**src/rtl/nand_test_pkg.sv**
```systemverilog
// Shared definitions for the NAND sweep checker.
//   state_t     : sweep FSM states (IDLE, WAIT, CHECK, DONE)
//   nand_expect : golden NAND response for a vector of a given width
//   *_MIN/_MAX  : legal parameter ranges; SETTLE_W sizes the settle counter
package nand_test_pkg;

  localparam int unsigned WIDTH_MIN  = 1;
  localparam int unsigned WIDTH_MAX  = 8;
  localparam int unsigned SETTLE_MIN = 1;
  localparam int unsigned SETTLE_MAX = 15;
  localparam int unsigned SETTLE_W   = 4;

  typedef enum logic [1:0] {
    IDLE  = 2'd0,
    WAIT  = 2'd1,
    CHECK = 2'd2,
    DONE  = 2'd3
  } state_t;

  // NOT of the AND-reduction over the low 'width' bits of a.
  function automatic logic nand_expect(input logic [WIDTH_MAX-1:0] a,
                                       input int unsigned width);
    logic all_ones;
    all_ones = 1'b1;
    for (int unsigned i = 0; i < WIDTH_MAX; i++) begin
      if (i < width && !a[i]) all_ones = 1'b0;
    end
    return !all_ones;
  endfunction

endpackage

```
**src/rtl/nand_settle_timer.sv**
```systemverilog
// Settle-delay down-counter for the sweep checker.
//   clk, rst : clock and synchronous active-high reset
//   load     : load 'value' into the counter this cycle
//   value    : settle length in cycles
//   expire   : high in the last cycle of the settle window
module nand_settle_timer
  import nand_test_pkg::*;
(
  input  logic                clk,
  input  logic                rst,
  input  logic                load,
  input  logic [SETTLE_W-1:0] value,
  output logic                expire
);

  logic [SETTLE_W-1:0] count;

  // Counts down to zero and parks there; a load of N yields expire in the
  // N-th cycle after the load edge.
  always_ff @(posedge clk) begin
    if (rst)                count <= '0;
    else if (load)          count <= value;
    else if (count != '0)   count <= count - 1'b1;
  end

  assign expire = (count == SETTLE_W'(1));

endmodule

```
**config.mk**
```make
export PLATFORM = sky130hd
export DESIGN_NAME = nand_settle_timer
export DESIGN_NICKNAME = d
export VERILOG_FILES = /design/src/rtl/nand_test_pkg.sv /design/src/rtl/nand_settle_timer.sv
export SDC_FILE = /design/constraint.sdc
export NUM_CORES = 1
export LEC_CHECK = 0
export CAP_MARGIN = 20
export CORE_AREA = 2 2 39 41
export DETAILED_ROUTE_END_ITERATION = 6
export DIE_AREA = 0 0 41 43
export HOLD_SLACK_MARGIN = 0.08
export SYNTH_ARGS = -nofsm -noshare
export SYNTH_HDL_FRONTEND = slang
export SYNTH_SLANG_ARGS = --single-unit
```
**constraint.sdc**
```tcl
create_clock -name clk -period 2 [get_ports clk]
set_input_delay 0.4 -clock clk [delete_from_list [all_inputs] [get_ports clk]]
set_output_delay 0.4 -clock clk [all_outputs]
set_load 0.01 [all_outputs]
```
* After elaboration in Yosys (flattened, before gate mapping)
Cells that the tools add are included.
** Storage, ports and cells
- Memories :: 0
- Flip-flop bits (word level) :: 4
- Input port bits :: 7
- RAM bits :: 0
- Bits in latches :: 0
- Memory bits (read-only) :: 0
- Logic and storage cells :: 7
** Operators by class
- Bitwise logic cells :: 0
- Multiply operators :: 0
- Multiplexer cells :: 2
- $lt $le $gt $ge :: 0
- Shift-type cells :: 0
- $add $sub $neg :: 1
- Reduce and logical (&&, ||, !) cells :: 2
- Divide/modulo/power cells :: 0
- Equality and inequality tests :: 1
** Operators by type and width (number)
- two-way mux 4 bit :: 2
- equality test 4 x 1 -> 1 bit (second input constant) :: 1
- nonzero test 4 bit :: 1
- subtractor 4 x 1 -> 4 bit (second input constant) :: 1
- nonzero test 2 bit :: 1

* Logic depth before layout (Yosys ltp)
- Word-level depth :: 3
- Gate-level depth with buffers :: 5
- Gate-level depth less buffers :: 5

* Least setup slack after synthesis
OpenSTA, ideal clock, no wires.
- Path kind :: register to register
- From :: register count[0]
- To :: register count[1]
- Path buffers :: 0
- Setup time :: 75 ps
- Clock period less this slack :: 1465 ps
- Path slack :: 535 ps
- Required time :: 1925 ps
- Cell stages (with the launch flop) :: 6
- Arrival time :: 1390 ps
- Cell sequence :: dfxtp_1 inv_1 ha_1 nor3b_1 mux2_2 o22ai_1
** On the way
- Longest elaborated chain between the ends :: 3
** RTL lines
- start: declaration :: line nand_settle_timer.sv:16 : logic [SETTLE_W-1:0] count;
- start signal: assignment :: line nand_settle_timer.sv:22 : else if (load) count <= value;
- start signal: assignment :: line nand_settle_timer.sv:23 : else if (count != '0) count <= count - 1'b1;
- subtractor 4 x 1 -> 4 bit :: line nand_settle_timer.sv:23
- two-way mux 4 bit :: line nand_settle_timer.sv:23
- two-way mux 4 bit :: line nand_settle_timer.sv:22
Parallel ways exist; a longest one is shown, timed or not. The select of a mux whose other input is x is not followed.
A chain may end at the register's enable or synchronous reset.

* Final worst setup path
Ends and elaborated chain as after synthesis.

==> flow_results.xml <==
<?xml version="1.0" encoding="UTF-8"?>
<metrics>
  <group name="setup_path">
    <metric name="cp.arrival" unit="ns">1.81</metric>
    <metric name="setup_crit_end_kind" unit="">register</metric>
    <metric name="crit_fanout" unit="">4</metric>
    <metric name="cell_depth_of_the_worst_flop_to_flop_path" unit="">5</metric>
    <metric name="cp_data_required_time" unit="ns">2.16</metric>
    <metric name="path_cells" unit="">inv_1 -&gt; ha_1 -&gt; nor3b_1 -&gt; mux2_2 -&gt; o22ai_1</metric>
    <metric name="worst_path_max_delay_cell" unit="">sky130_fd_sc_hd__nor3b_1</metric>
    <metric name="crit_path_start_kind" unit="">register</metric>
    <metric name="critical_path.reg2reg.startpoint" unit="">count[0]</metric>
    <metric name="crit-reg2reg-capture" unit="">count[1]</metric>
    <metric name="largest_incremental_delay_on_the_critical_path" unit="ns">0.47</metric>
    <metric name="worst-r2r-setup-slack" unit="ns">0.35</metric>
    <metric name="critical_path_class" unit="">reg2reg</metric>
  </group>
  <group name="clock_network">
    <metric name="cts.reportedPaths.clkPinSlew" unit="ns">0.04</metric>
    <metric name="cts_buffer_depth" unit="">2</metric>
    <metric name="cts-root-buf" unit="">sky130_fd_sc_hd__clkbuf_4</metric>
    <metric name="clock-sinks" unit="">4</metric>
    <metric name="tritoncts_clock_tree" unit="">built</metric>
    <metric name="clk-insertion-delay-late" unit="ns">0.23</metric>
    <metric name="cts_buffers" unit="">3</metric>
    <metric name="cts_hold_buffers" unit="">0</metric>
    <metric name="cts_repair_resize_count" unit="">0</metric>
    <metric name="cts.htree.levels" unit="">1</metric>
    <metric name="post_cts_buffers" unit="">0</metric>
  </group>
  <group name="synthesis">
    <metric name="synth-simple-area-share" unit="">0.203</metric>
    <metric name="synth_top_area_cell" unit="">sky130_fd_sc_hd__dfxtp_1</metric>
    <metric name="syn_area" unit="sq um">246</metric>
    <metric name="synth_xor_area_frac" unit="">0.0711</metric>
    <metric name="yosys.cell_types.count" unit="">15</metric>
    <metric name="post_synth_main_area_contributors" unit="">sky130_fd_sc_hd__dfxtp_1 (32%), sky130_fd_sc_hd__ha_1 (15%), sky130_fd_sc_hd__xnor2_1 (7.1%)</metric>
    <metric name="ys_seq_area_frac" unit="">0.325</metric>
    <metric name="post_synth_fa_ha_maj_area_fraction" unit="">0.152</metric>
    <metric name="synth_top_area_frac" unit="">0.325</metric>
    <metric name="post_synth.cell_area_avg" unit="sq um">9.13</metric>
    <metric name="share_of_the_synthesized_area_in_compound_gates_ao_oa_aoi_oai" unit="">0.173</metric>
    <metric name="synthesis.nets" unit="">37</metric>
    <metric name="muxShareOfSynthArea" unit="">0.0457</metric>
    <metric name="yosys_warning_total" unit="">0</metric>
    <metric name="synth_top_family_by_area" unit="">simple AND/OR/NAND/NOR gates</metric>
    <metric name="synthCells" unit="">27</metric>
    <metric name="yosys_register_bits" unit="">4</metric>
  </group>
  <group name="routing">
    <metric name="route.antenna.remaining_nets" unit="">0</metric>
    <metric name="detailedRoute.firstIterationViolations" unit="">0</metric>
    <metric name="drc_errors" unit="">0</metric>
    <metric name="avgRoutedWirePerCell" unit="microns">9.55</metric>
    <metric name="detailroute.via_count" unit="">215</metric>
    <metric name="avgViaCountPerCell" unit="">4.06</metric>
    <metric name="wirelength" unit="microns">506</metric>
    <metric name="drt-pass1-iter-count" unit="">1</metric>
  </group>
  <group name="finish">
    <metric name="layout_top_registers" unit="">count x4</metric>
    <metric name="layout_commonest_cell" unit="">sky130_fd_sc_hd__clkdlybuf4s50_1</metric>
    <metric name="finalCoreUtilization" unit="">0.261</metric>
    <metric name="synthToLayoutAreaGrowth" unit="%">46.7</metric>
    <metric name="fill_cells" unit="">154</metric>
    <metric name="regMostFlops" unit="">count</metric>
    <metric name="layout.cells.most_common_list" unit="">sky130_fd_sc_hd__clkdlybuf4s50_1 (6), sky130_fd_sc_hd__nand2_1 (4), sky130_fd_sc_hd__dfxtp_1 (4), sky130_fd_sc_hd__ha_1 (3), sky130_fd_sc_hd__clkbuf_4 (3)</metric>
    <metric name="insertedDiodeCount" unit="">0</metric>
    <metric name="finalNetCount" unit="">49</metric>
    <metric name="finish.cell_count_without_fillers" unit="">53</metric>
    <metric name="fraction_of_layout_cells_with_a_size_suffix_above_1" unit="">0.162</metric>
    <metric name="largest_register_ff_count" unit="">4</metric>
  </group>
  <group name="timing">
    <metric name="setup_repair_after_global_routing_missed_its_margin" unit="">false</metric>
    <metric name="clock-skew-final" unit="ns">0.00134</metric>
    <metric name="layout_worst_path_cycle_share" unit="">0.827</metric>
    <metric name="tightestPinTransition" unit="ns">0.540</metric>
    <metric name="timing.fmax" unit="GHz">0.605</metric>
    <metric name="hold_viol" unit="">0</metric>
    <metric name="setup_total_negative_slack" unit="ns">0</metric>
    <metric name="setup_viol_count_final" unit="">0</metric>
    <metric name="final_max_slew_viol_count" unit="">0</metric>
    <metric name="period_minus_slack" unit="ns">1.65</metric>
    <metric name="final.hold.worst_slack" unit="ns">0.619</metric>
    <metric name="maxSlewHeadroom" unit="">0.639</metric>
  </group>
  <group name="run">
    <metric name="max-cap-violations" unit="">0</metric>
  </group>
  <group name="global_route">
    <metric name="first_pass_grt_wire_length" unit="microns">869</metric>
    <metric name="global_route.usage.total" unit="">0.0753</metric>
    <metric name="grt_start_max_net_pins" unit="">8</metric>
    <metric name="number_of_global_route_vias_before_repair" unit="">219</metric>
    <metric name="grt_overflow" unit="">0</metric>
    <metric name="number_of_antenna_violations_at_the_first_check_in_global_routing" unit="">0</metric>
  </group>
  <group name="power">
    <metric name="total_leakage_power" unit="nW">0.156</metric>
    <metric name="pwr_density_cell" unit="mW/mm^2">790</metric>
    <metric name="post-layout-total-power" unit="uW">286</metric>
    <metric name="peakVddDrop" unit="mV">0.266</metric>
  </group>
  <group name="placed_design">
    <metric name="place_inst" unit="">50</metric>
    <metric name="dpl.hpwl" unit="microns">393</metric>
    <metric name="routabilityCongestion" unit="">0.704</metric>
    <metric name="port_buffers" unit="">7</metric>
  </group>
  <group name="min_path">
    <metric name="timing.hold.worst_path_depth" unit="">3</metric>
    <metric name="hold_path.class" unit="">reg2reg</metric>
    <metric name="worst_hold_path.endpoint" unit="">count[3]</metric>
    <metric name="worstHoldStart" unit="">count[3]</metric>
  </group>
  <group name="floorplanning">
    <metric name="io-pin-count" unit="">8</metric>
    <metric name="core_region_area" unit="sq mm">0.00138</metric>
    <metric name="initial_core_util" unit="">0.178</metric>
    <metric name="fp-row-count" unit="">14</metric>
    <metric name="chipHeight" unit="microns">43</metric>
    <metric name="fp.dieArea" unit="sq mm">0.00176</metric>
    <metric name="die_x" unit="microns">41</metric>
  </group>
  <group name="status">
    <metric name="outcome" unit="">complete, no violations</metric>
  </group>
</metrics>
==> per-layer routing <==
layer,wire (microns),global-route usage,vias up
met2,267,0.103,7
met4,0,0.0600,0
met5,0,0,-
met1,202,0.0965,92
li1,-,-,116
met3,37,0.0157,0
==> power by group <==
group          leakage (nW)  internal, mW  switching [mW]
registers            0.0332        0.0903         0.00952
logic                 0.109        0.0510          0.0378
clock network        0.0138        0.0669          0.0301
total                 0.156         0.208          0.0774
==> logic make-up (layout without fill, tap and decap cells) <==
logic type	Yosys count	after routing
adder cells (fa/ha/maj)	3	3
AND/OR/NAND/NOR	9	9
AO/OA/AOI/OAI	6	6
flip-flops	4	4
multiplexers	1	1
XOR/XNOR	2	2
buffers and inverters	2	12
==> final cells by class <==
cell class | instances | area, sq um | share of cell area
multi-input combinational | 21 | 159 | 0.439
tap | 16 | 20.0 | 0.0554
inverter | 2 | 7.51 | 0.0208
timing repair buffer | 7 | 72.6 | 0.201
sequential | 4 | 80.1 | 0.221
clock buffer | 3 | 22.5 | 0.0623
==> Yosys cell counts <==
| cell type | number |
|---|---|
| sky130_fd_sc_hd__ha_1 | 3 |
| sky130_fd_sc_hd__o22ai_1 | 2 |
| sky130_fd_sc_hd__o31ai_1 | 1 |
| sky130_fd_sc_hd__xnor2_1 | 2 |
| sky130_fd_sc_hd__dfxtp_1 | 4 |
| sky130_fd_sc_hd__or2_2 | 1 |
| sky130_fd_sc_hd__or4_1 | 1 |
| sky130_fd_sc_hd__a21oi_2 | 1 |
| sky130_fd_sc_hd__mux2_2 | 1 |
| sky130_fd_sc_hd__or3_1 | 1 |
| sky130_fd_sc_hd__nand2_1 | 4 |
| sky130_fd_sc_hd__a211o_1 | 1 |
| sky130_fd_sc_hd__inv_1 | 2 |
| sky130_fd_sc_hd__nor3b_1 | 2 |
| sky130_fd_sc_hd__a21oi_1 | 1 |
==> critical path, delay by kind of cell, from the launching register on <==
kind            cells  cell delay (ns)
compound gates      1             0.11
fa+ha+maj           1             0.16
buf+inv             1             0.12
flops               1             0.32
mux                 1             0.40
simple gates        1             0.47
==> worst max-delay path by stage <==
| stage | startpoint | to | slack [ns] | cells after the start |
|---|---|---|---|---|
| after floorplan | count[0] | count[1] | 0.53 | 5 |
| after global placement | count[1] | expire | 0.32 | 4 |
| after detailed placement | count[1] | expire | 0.32 | 4 |
| after CTS | count[1] | expire | 0.06 | 4 |
| after global routing | count[0] | count[1] | 0.18 | 5 |
| final | count[0] | count[1] | 0.35 | 5 |
==> through the flow <==
step / worst slack (ns) / instance area [sq um]
final: 0.346 / 362
after global routing: 0.184 / 362
after CTS: 0.0598 / 359
after detailed placement: 0.322 / 337
after global placement: 0.319 / 337
after floorplan: 0.535 / 246
(Power assumes the default switching activity.)
